<file path="src/rtl/sdram_cmd_queue.sv">
// rtl/sdram_cmd_queue.sv - host-to-SDRAM command FIFO with single-outstanding issue FSM
// Optional per-type issue counters when SDRAM_CMD_QUEUE_STATS_EN is defined.
module sdram_cmd_queue #(
    parameter int DEPTH      = 4,
    parameter int ADDR_WIDTH = 23
) (
    input  logic                  clk,
    input  logic                  reset_n_port,
    input  logic                  host_req_valid_port,
    output logic                  host_req_ready_port,
    input  logic                  host_req_we_port,
    input  logic [ADDR_WIDTH-1:0] host_req_addr_port,
    input  logic [31:0]           host_req_wdata_port,
    input  logic [3:0]            host_req_mask_port,
    output logic                  host_rsp_valid_port,
    output logic [31:0]           host_rsp_rdata_port,
    output logic [ADDR_WIDTH-1:0] soc_side_addr_port,
    output logic [31:0]           soc_side_wr_data_port,
    output logic [3:0]            soc_side_wr_mask_port,
    output logic                  soc_side_wr_en_port,
    output logic                  soc_side_rd_en_port,
    input  logic                  soc_side_busy_port,
    input  logic                  soc_side_ready_port,
    input  logic [31:0]           soc_side_rd_data_port
`ifdef SDRAM_CMD_QUEUE_STATS_EN
    ,
    output logic [15:0]           stat_rd_count_port,
    output logic [15:0]           stat_wr_count_port
`endif
);

    localparam int IDX_W   = $clog2(DEPTH);
    localparam int PTR_W   = IDX_W + 1;
    localparam int ENTRY_W = 1 + ADDR_WIDTH + 32 + 4;

    typedef enum logic [1:0] {
        IDLE      = 2'd0,
        ISSUE     = 2'd1,
        WAIT_BUSY = 2'd2,
        WAIT_DONE = 2'd3
    } state_t;

    state_t state, state_next;

    logic [ENTRY_W-1:0]    fifo_mem [DEPTH];
    logic [PTR_W-1:0]      wr_ptr;
    logic [PTR_W-1:0]      rd_ptr;
    logic                  full;
    logic                  empty;
    logic                  push;
    logic                  pop;
    logic                  load_issue;
    logic                  done;
    logic                  cur_is_read;

    logic [ENTRY_W-1:0]    head;
    logic                  head_we;
    logic [ADDR_WIDTH-1:0] head_addr;
    logic [31:0]           head_wdata;
    logic [3:0]            head_mask;

    // Extra pointer bit distinguishes full from empty when the index bits match.
    assign empty = (wr_ptr == rd_ptr);
    assign full  = (wr_ptr[PTR_W-1] != rd_ptr[PTR_W-1]) &&
                   (wr_ptr[IDX_W-1:0] == rd_ptr[IDX_W-1:0]);

    assign host_req_ready_port = ~full;
    assign push = host_req_valid_port & ~full;

    assign head = fifo_mem[rd_ptr[IDX_W-1:0]];
    assign {head_we, head_addr, head_wdata, head_mask} = head;

    always_ff @(posedge clk) begin
        if (push) begin
            fifo_mem[wr_ptr[IDX_W-1:0]] <= {host_req_we_port, host_req_addr_port,
                                            host_req_wdata_port, host_req_mask_port};
        end
    end

    always_ff @(posedge clk or negedge reset_n_port) begin
        if (!reset_n_port) begin
            wr_ptr <= '0;
            rd_ptr <= '0;
        end else begin
            if (push) begin
                wr_ptr <= wr_ptr + PTR_W'(1);
            end
            if (pop) begin
                rd_ptr <= rd_ptr + PTR_W'(1);
            end
        end
    end

    always_ff @(posedge clk or negedge reset_n_port) begin
        if (!reset_n_port) begin
            state <= IDLE;
        end else begin
            state <= state_next;
        end
    end

    always_comb begin
        state_next = state;
        case (state)
            IDLE: begin
                if (!empty && !soc_side_busy_port) begin
                    state_next = ISSUE;
                end
            end
            ISSUE: begin
                state_next = WAIT_BUSY;
            end
            WAIT_BUSY: begin
                // A ready seen before busy rises means the controller finished quickly.
                if (soc_side_ready_port) begin
                    state_next = IDLE;
                end else if (soc_side_busy_port) begin
                    state_next = WAIT_DONE;
                end
            end
            WAIT_DONE: begin
                if (soc_side_ready_port) begin
                    state_next = IDLE;
                end
            end
            default: begin
                state_next = IDLE;
            end
        endcase
    end

    always_comb begin
        load_issue = 1'b0;
        pop        = 1'b0;
        done       = 1'b0;
        case (state)
            IDLE:      load_issue = ~empty & ~soc_side_busy_port;
            ISSUE:     pop        = 1'b1;
            WAIT_BUSY: done       = soc_side_ready_port;
            WAIT_DONE: done       = soc_side_ready_port;
            default:   load_issue = 1'b0;
        endcase
    end

    // Command fields are captured on entry to ISSUE and held until the next one.
    always_ff @(posedge clk or negedge reset_n_port) begin
        if (!reset_n_port) begin
            soc_side_addr_port    <= '0;
            soc_side_wr_data_port <= '0;
            soc_side_wr_mask_port <= '0;
            soc_side_wr_en_port   <= 1'b0;
            soc_side_rd_en_port   <= 1'b0;
            cur_is_read           <= 1'b0;
        end else begin
            soc_side_wr_en_port <= load_issue & head_we;
            soc_side_rd_en_port <= load_issue & ~head_we;
            if (load_issue) begin
                soc_side_addr_port    <= head_addr;
                soc_side_wr_data_port <= head_wdata;
                soc_side_wr_mask_port <= head_mask;
                cur_is_read           <= ~head_we;
            end
        end
    end

    always_ff @(posedge clk or negedge reset_n_port) begin
        if (!reset_n_port) begin
            host_rsp_valid_port <= 1'b0;
            host_rsp_rdata_port <= '0;
        end else begin
            host_rsp_valid_port <= done & cur_is_read;
            if (done && cur_is_read) begin
                host_rsp_rdata_port <= soc_side_rd_data_port;
            end
        end
    end

`ifdef SDRAM_CMD_QUEUE_STATS_EN
    always_ff @(posedge clk or negedge reset_n_port) begin
        if (!reset_n_port) begin
            stat_rd_count_port <= '0;
            stat_wr_count_port <= '0;
        end else if (state == ISSUE) begin
            if (soc_side_rd_en_port && stat_rd_count_port != 16'hFFFF) begin
                stat_rd_count_port <= stat_rd_count_port + 16'd1;
            end
            if (soc_side_wr_en_port && stat_wr_count_port != 16'hFFFF) begin
                stat_wr_count_port <= stat_wr_count_port + 16'd1;
            end
        end
    end
`endif

endmodule

</file>
<file path="config.mk">
export PLATFORM = sky130hd
export DESIGN_NAME = sdram_cmd_queue
export DESIGN_NICKNAME = d
export VERILOG_FILES = /design/src/rtl/sdram_cmd_queue.sv
export SDC_FILE = /design/constraint.sdc
export NUM_CORES = 1
export LEC_CHECK = 0
export CORE_MARGIN = 2
export CORE_UTILIZATION = 51
export CTS_BUF_LIST = sky130_fd_sc_hd__clkbuf_4 sky130_fd_sc_hd__clkbuf_8 sky130_fd_sc_hd__clkbuf_16
export DETAILED_ROUTE_END_ITERATION = 10
export HOLD_SLACK_MARGIN = 0.05
export PLACE_DENSITY = 0.87
export SLEW_MARGIN = 30
export SYNTH_ARGS = -nofsm -noshare
export SYNTH_HDL_FRONTEND = slang
export SYNTH_SLANG_ARGS = --single-unit
</file>
<file path="constraint.sdc">
create_clock -name clk -period 6 [get_ports clk]
set_input_delay 0.9 -clock clk [delete_from_list [all_inputs] [get_ports clk]]
set_output_delay 0.9 -clock clk [all_outputs]
set_load 0.1 [all_outputs]
</file>
# [Yosys cells after proc, flatten, opt, wreduce, memory -nomap -nowiden]
# Memories as Yosys holds them, arrays and structs flattened.
# Cells that the tools add are included.
[word_totals] ram_bits=240 mem_count=1 register_bits=103 input_bits=97 out_inout_bits=95
[mem_list] memory="fifo_mem" depth=4 width=60 read_ports=1 rd_clocked_by_memory_dff=0 wr=1 line_no="45" text="logic [ENTRY_W-1:0] fifo_mem [DEPTH];"
[classes] mux=10 bitwise_logic=9 reduce_logical=8 n_eq_ne=9 n_addsub=2
[op_table] op="$mux 2" n=4
[op_table] op="$pmux 2 s4" n=1
[op_table] op="$add 3x1->3 const B" n=2
[op_table] op="$and 1x1->1" n=5
[op_table] op="$mux 1" n=5
[op_table] op="$eq 2x2->1 const B" n=2
[op_table] op="$ne 2x2->1 const B" n=2
[op_table] op="$not 1->1" n=4
[op_table] op="$eq 3x3->1" n=1
[op_table] op="$logic_and 1x1->1" n=3
[op_table] op="$ne 3x3->1 const B" n=1
[op_table] op="$reduce_and 3->1" n=1
[op_table] op="$eq 2x1->1 const B" n=1
[op_table] op="$eq 2x2->1" n=1
[op_table] op="$logic_not 1->1" n=2
[op_table] op="$logic_not 2->1" n=1
[op_table] op="$reduce_or 2->1" n=1
[op_table] op="$ne 1x1->1" n=1

# [Longest topological paths before layout]
[depth] depth_word=6 mapped_depth=5 depth_no_buf=4

# [Worst setup path after synthesis]
# Ideal clock, no wire load.
[synth_timing] path_kind="reg-to-reg" from="register rd_ptr[0]" to="memory fifo_mem[3][0] (netlist bit) (enable)" path_buffers=1 slack_ns=1.380 t_arrival_ns=4.103 path_stages_with_launch=4 t_required_ns=5.483 setup_ns=0.517 path_cell_list="dfrtp_1 -> buf_6 -> xnor2_1 -> a31oi_1"
[synth_between] elab_chain_cells=6
[synth_lines] element="start, declared" line_no="47" text="logic [PTR_W-1:0] rd_ptr;"
[synth_lines] element="start signal, assigned" line_no="89" text="rd_ptr <= rd_ptr + PTR_W'(1);"
[synth_lines] element="$eq 2x2->1" line_no="65" text="(wr_ptr[IDX_W-1:0] == rd_ptr[IDX_W-1:0]);"
[synth_lines] element="$logic_and 1x1->1" line_no="64" text="assign full = (wr_ptr[PTR_W-1] != rd_ptr[PTR_W-1]) &&"
[synth_lines] element="$not 1->1" line_no="68" text="assign push = host_req_valid_port & ~full;"
[synth_lines] element="$and 1x1->1" line_no="68"
[synth_lines] element="$mux 1" line_no="74" text="if (push) begin"
[synth_lines] element="$mux 1 (implied by the code)" line_no="75" text="fifo_mem[wr_ptr[IDX_W-1:0]] <= {host_req_we_port, host_req_addr_port,"
[synth_lines] element="end, declared" line_no="45"
# Every way passes these cells.

# [Worst setup path after layout]
[layout_timing] from="register rd_ptr[1]" to="output host_req_ready_port"
[layout_between] elab_chain_cells=3
[layout_lines] element="$eq 2x2->1" line_no="65"
[layout_lines] element="$logic_and 1x1->1" line_no="64"
[layout_lines] element="$not 1->1" line_no="67" text="assign host_req_ready_port = ~full;"
[layout_lines] element="end, declared" line_no="10" text="output logic host_req_ready_port,"
# Every way passes these cells.

==> out/results.env <==
WORST-PATH-MAX-FANOUT=63
NUM_VIAS=5979
STATUS='complete, no violations'
DETAILED_ROUTE_WL_MM=23.48
POST-CTS-SETUP-BUFFERS=0
CTS_MAX_LEVEL=2
MAXIMUM_CAPACITANCE_VIOLATIONS=0
REPORT.FINAL.SETUP_VIOL=0
SEQUENTIAL_TO_TOTAL_AREA_SHARE_FROM_YOSYS_STAT_PCT=76.29
REGTOREGSTARTPOINT='rd_ptr[1]'
MAXIMUM_SINGLE_STAGE_DELAY_ON_THE_CRITICAL_PATH_NS=1.14
TRITONCTS='done'
ANTENNA_FOUND_INITIAL=0
GRT_OVERFLOW=0
GRT_SETUP_UNREPAIRED='no'
LAYOUT-DRIVE-GT1-SHARE_PCT=29.18
SYNTHESIS.INSTANCES=557
FLOORPLAN.CORE_AREA_UM2=24960
TIMING.CRITICAL_PATH.BUF_INV=1
CTS_BUFFERS=36
POST_DETAILED_ROUTE_WIRELENGTH_PER_CELL_UM=20.86
CLOCK_SKEW_NS=0.01664
FINISH.NET_COUNT=872
SYNTH.DISTINCT_CELLS=24
FLOORPLAN.INITIALDENSITY_PCT=51.38
MULTI_INPUT_AREA_UM2=2898
NETLIST_TOP_CELLS_AREA='sky130_fd_sc_hd__edfxtp_1, sky130_fd_sc_hd__dfrtp_1, sky130_fd_sc_hd__mux4_2, sky130_fd_sc_hd__mux2_4, sky130_fd_sc_hd__mux2_2'
GROUTE.USAGE.OVERALL_PCT=18.17
YS_SEQ_ELEMENTS=343
DRC=0
DRT_ITER0_MARKERS=400
FP.DIEH_UM=162.6
FIRST_GLOBAL_VIAS=6449
CRIT_FAMILY='buffers and inverters'
CRITICAL_PATH.CELL_CHAIN='xnor2_1 -> nand3_1 -> clkdlybuf4s50_1'
CRITPATHARRIVALTIME_NS=3.29
CELL_AREA_AFTER_SYNTHESIS_UM2=12830
SYNTH.MOST_COMMON_CELL='sky130_fd_sc_hd__edfxtp_1'
CLOCK_SINKS=343
CRITICAL-PATH-SLOWEST-CELL='sky130_fd_sc_hd__clkdlybuf4s50_1'
R2R_CELLS=3
FILLCELLCOUNT=1642
CRITPATHLAUNCHTYPE='register'
ANTENNA_LEFT=0
CLOCK_LATENCY_OF_THE_LATER_CLOCKED_REGISTER_IN_THE_WORST_SKEW_PAIR_NS=0.50
FINAL.SETUP.TNS_NS=0
MIN-DELAY-PATH-CLASS='in2async'
WORST_SLEW_PIN_SLEW_NS=1.013
FINALHOLDVIOLCOUNT=0
CTS.HOLD.BUFFERS_ADDED=0
DP_HPWL_MM=13.83
CP-END-KIND='output pin'
CP_DATA_REQUIRED_TIME_NS=5.10
GRT_PASS1_WL_MM=36.14
FIN_CRIT_SH_PCT=69.76
YOSYS.AREA.TOP_TYPE='sky130_fd_sc_hd__edfxtp_1'
MAX_SLEW_MARGIN_PCT=32.28
IO_BUFFER_COUNT=191
REGTOREGENDPOINT='fifo_mem[3][26]'
DETAIL_ROUTE.FIRST_PASS.ITERATIONS=4
ASYNCSETRESETFLOPFRACSYNTH_PCT=30.03
ROUTE.DETAILED.VIAS_PER_INST=5.310
GLOBALPLACE.CONGESTION=0.6995
PATH_CLASS='reg2out'
FLOORPLAN.IO_PINS=192
MAX_FREQ_MHz=238.9
SYNTH.AVG_CELL_AREA_UM2=23.03
SYN_TO_FINAL_GROWTH_PCT=26.95
FP.DIEAREA_UM2=26430
NUM_ROWS=58
SETUP.REG_TO_REG.WORST_SLACK_NS=2.78
FINAL-SEQ-AREA_UM2=9792
REPORT.FINAL.SLEW_VIOL_COUNT=0
CTS_MAX_PATH_BUFFERS=3
SYNTH_COMMONEST_CELLS='sky130_fd_sc_hd__edfxtp_1, sky130_fd_sc_hd__dfrtp_1, sky130_fd_sc_hd__mux4_2'
NETLIST.AREA_LEADER.SHARE_PCT=56.19
SYNTH_EDF_COUNT=240
CTS.ROOT.BUFFER_CELL='sky130_fd_sc_hd__clkbuf_16'
FLOORPLAN.DIE.WIDTH_UM=162.6
POST_CTS.RESIZED_INSTANCES=0
SYNTH.NET_COUNT=659
SYNTH_FLOP_CELL='sky130_fd_sc_hd__edfxtp_1'
GRT_MAX_DEGREE=71
YOSYS_WARNINGS=0
FIN_CRIT_NS=4.186
CLK_TRANSITION_REPORTED_PATHS_NS=0.06
-- cells in the final DEF (no fill, tap or decap), drive strengths merged --
| cell | n |
|---|---|
| inv | 5 |
| diode | 1 |
| and2 | 4 |
| nand3 | 2 |
| buf | 8 |
| ha | 5 |
| clkdlybuf4s50 | 190 |
| clkinvlp | 1 |
| nor2b | 2 |
| edfxtp | 240 |
| a21oi | 1 |
| xor2 | 3 |
| dfrtp | 103 |
| bufinv | 2 |
| nor2 | 3 |
| mux4 | 60 |
| mux2 | 93 |
| or3 | 1 |
| mux2i | 1 |
| a21o | 1 |
| clkinv | 8 |
| clkbuf | 52 |
| nand2 | 2 |
| a31oi | 3 |
| xnor2 | 5 |
-- how the worst max path moves through the flow --
stage                   start             endpoint  slack (ns)  cells past startpoint
finish              rd_ptr[1]  host_req_ready_port        1.81                      3
floorplan           rd_ptr[0]       fifo_mem[3][0]        1.38                      3
CTS                 rd_ptr[1]  host_req_ready_port        1.72                      3
detailed placement  rd_ptr[1]  host_req_ready_port        2.27                      3
global placement    rd_ptr[1]  host_req_ready_port        2.30                      3
global route        rd_ptr[1]  host_req_ready_port        1.66                      3
-- metal layers --
metal / vias up / GRT usage, % / wire length (um)
li1: 2649 / - / -
met1: 3085 / 23.72 / 9556
met2: 210 / 31.20 / 11900
met3: 35 / 4.176 / 1594
met4: 0 / 4.706 / 430
met5: - / 0 / 0
-- per-stage QoR --
step	util, %	setup WS [ns]	hold slack (ns)	area [um^2]	instances
3_5_place_dp	60.41	2.269	0.4911	15080	1061
4_1_cts	65.12	1.719	0.3204	16260	1124
2_1_floorplan	-	1.380	0.4942	12830	557
6_report	65.23	1.814	0.3263	16280	1126
5_1_grt	65.22	1.656	0.3420	16280	1125
3_3_place_gp	60.39	2.304	0.4850	15080	1061
-- kinds of logic after synthesis --
| group | Yosys count | share of synthesized area [%] |
|---|---|---|
| DFF | 343 | 76.29 |
| and+or+nand+nor | 14 | 0.6048 |
| adders and majority gates | 5 | 0.4878 |
| AOI/OAI and AO/OA | 5 | 0.3609 |
| buffers and inverters | 28 | 1.297 |
| xor gates and xnor gates | 8 | 0.5463 |
| muxes | 154 | 20.42 |
-- worst register-to-register path, delay by kind of cell (launching register included) --
family,cells,cell delay [ns]
buffers and inverters,1,0.70
flip-flops,1,1.05
XOR/XNOR,1,0.39
AO/OA/AOI/OAI,1,0.68
-- layout make-up --
| cell class | instances | share of cell area (%) |
|---|---|---|
| sequential | 343 | 60.14 |
| multi-input combinational | 186 | 17.80 |
| timing repair buffer | 198 | 12.17 |
| clock buffer | 52 | 6.570 |
| tap | 330 | 2.536 |
| clock inverter | 11 | 0.6608 |
| inverter | 5 | 0.1153 |
| antenna | 1 | 0.01537 |
-- state kept, by name, indices dropped and copies added, names as in the netlist, 2 cells and up --
signal	flops
fifo_mem	240
host_rsp_rdata_port	32
soc_side_wr_data_port	32
soc_side_addr_port	23
soc_side_wr_mask_port	4
rd_ptr	3
wr_ptr	3
state	2
Power is left out: the tool's default activity adds up to more than one toggle a clock period on the data nets, which glitch-free logic cannot reach.
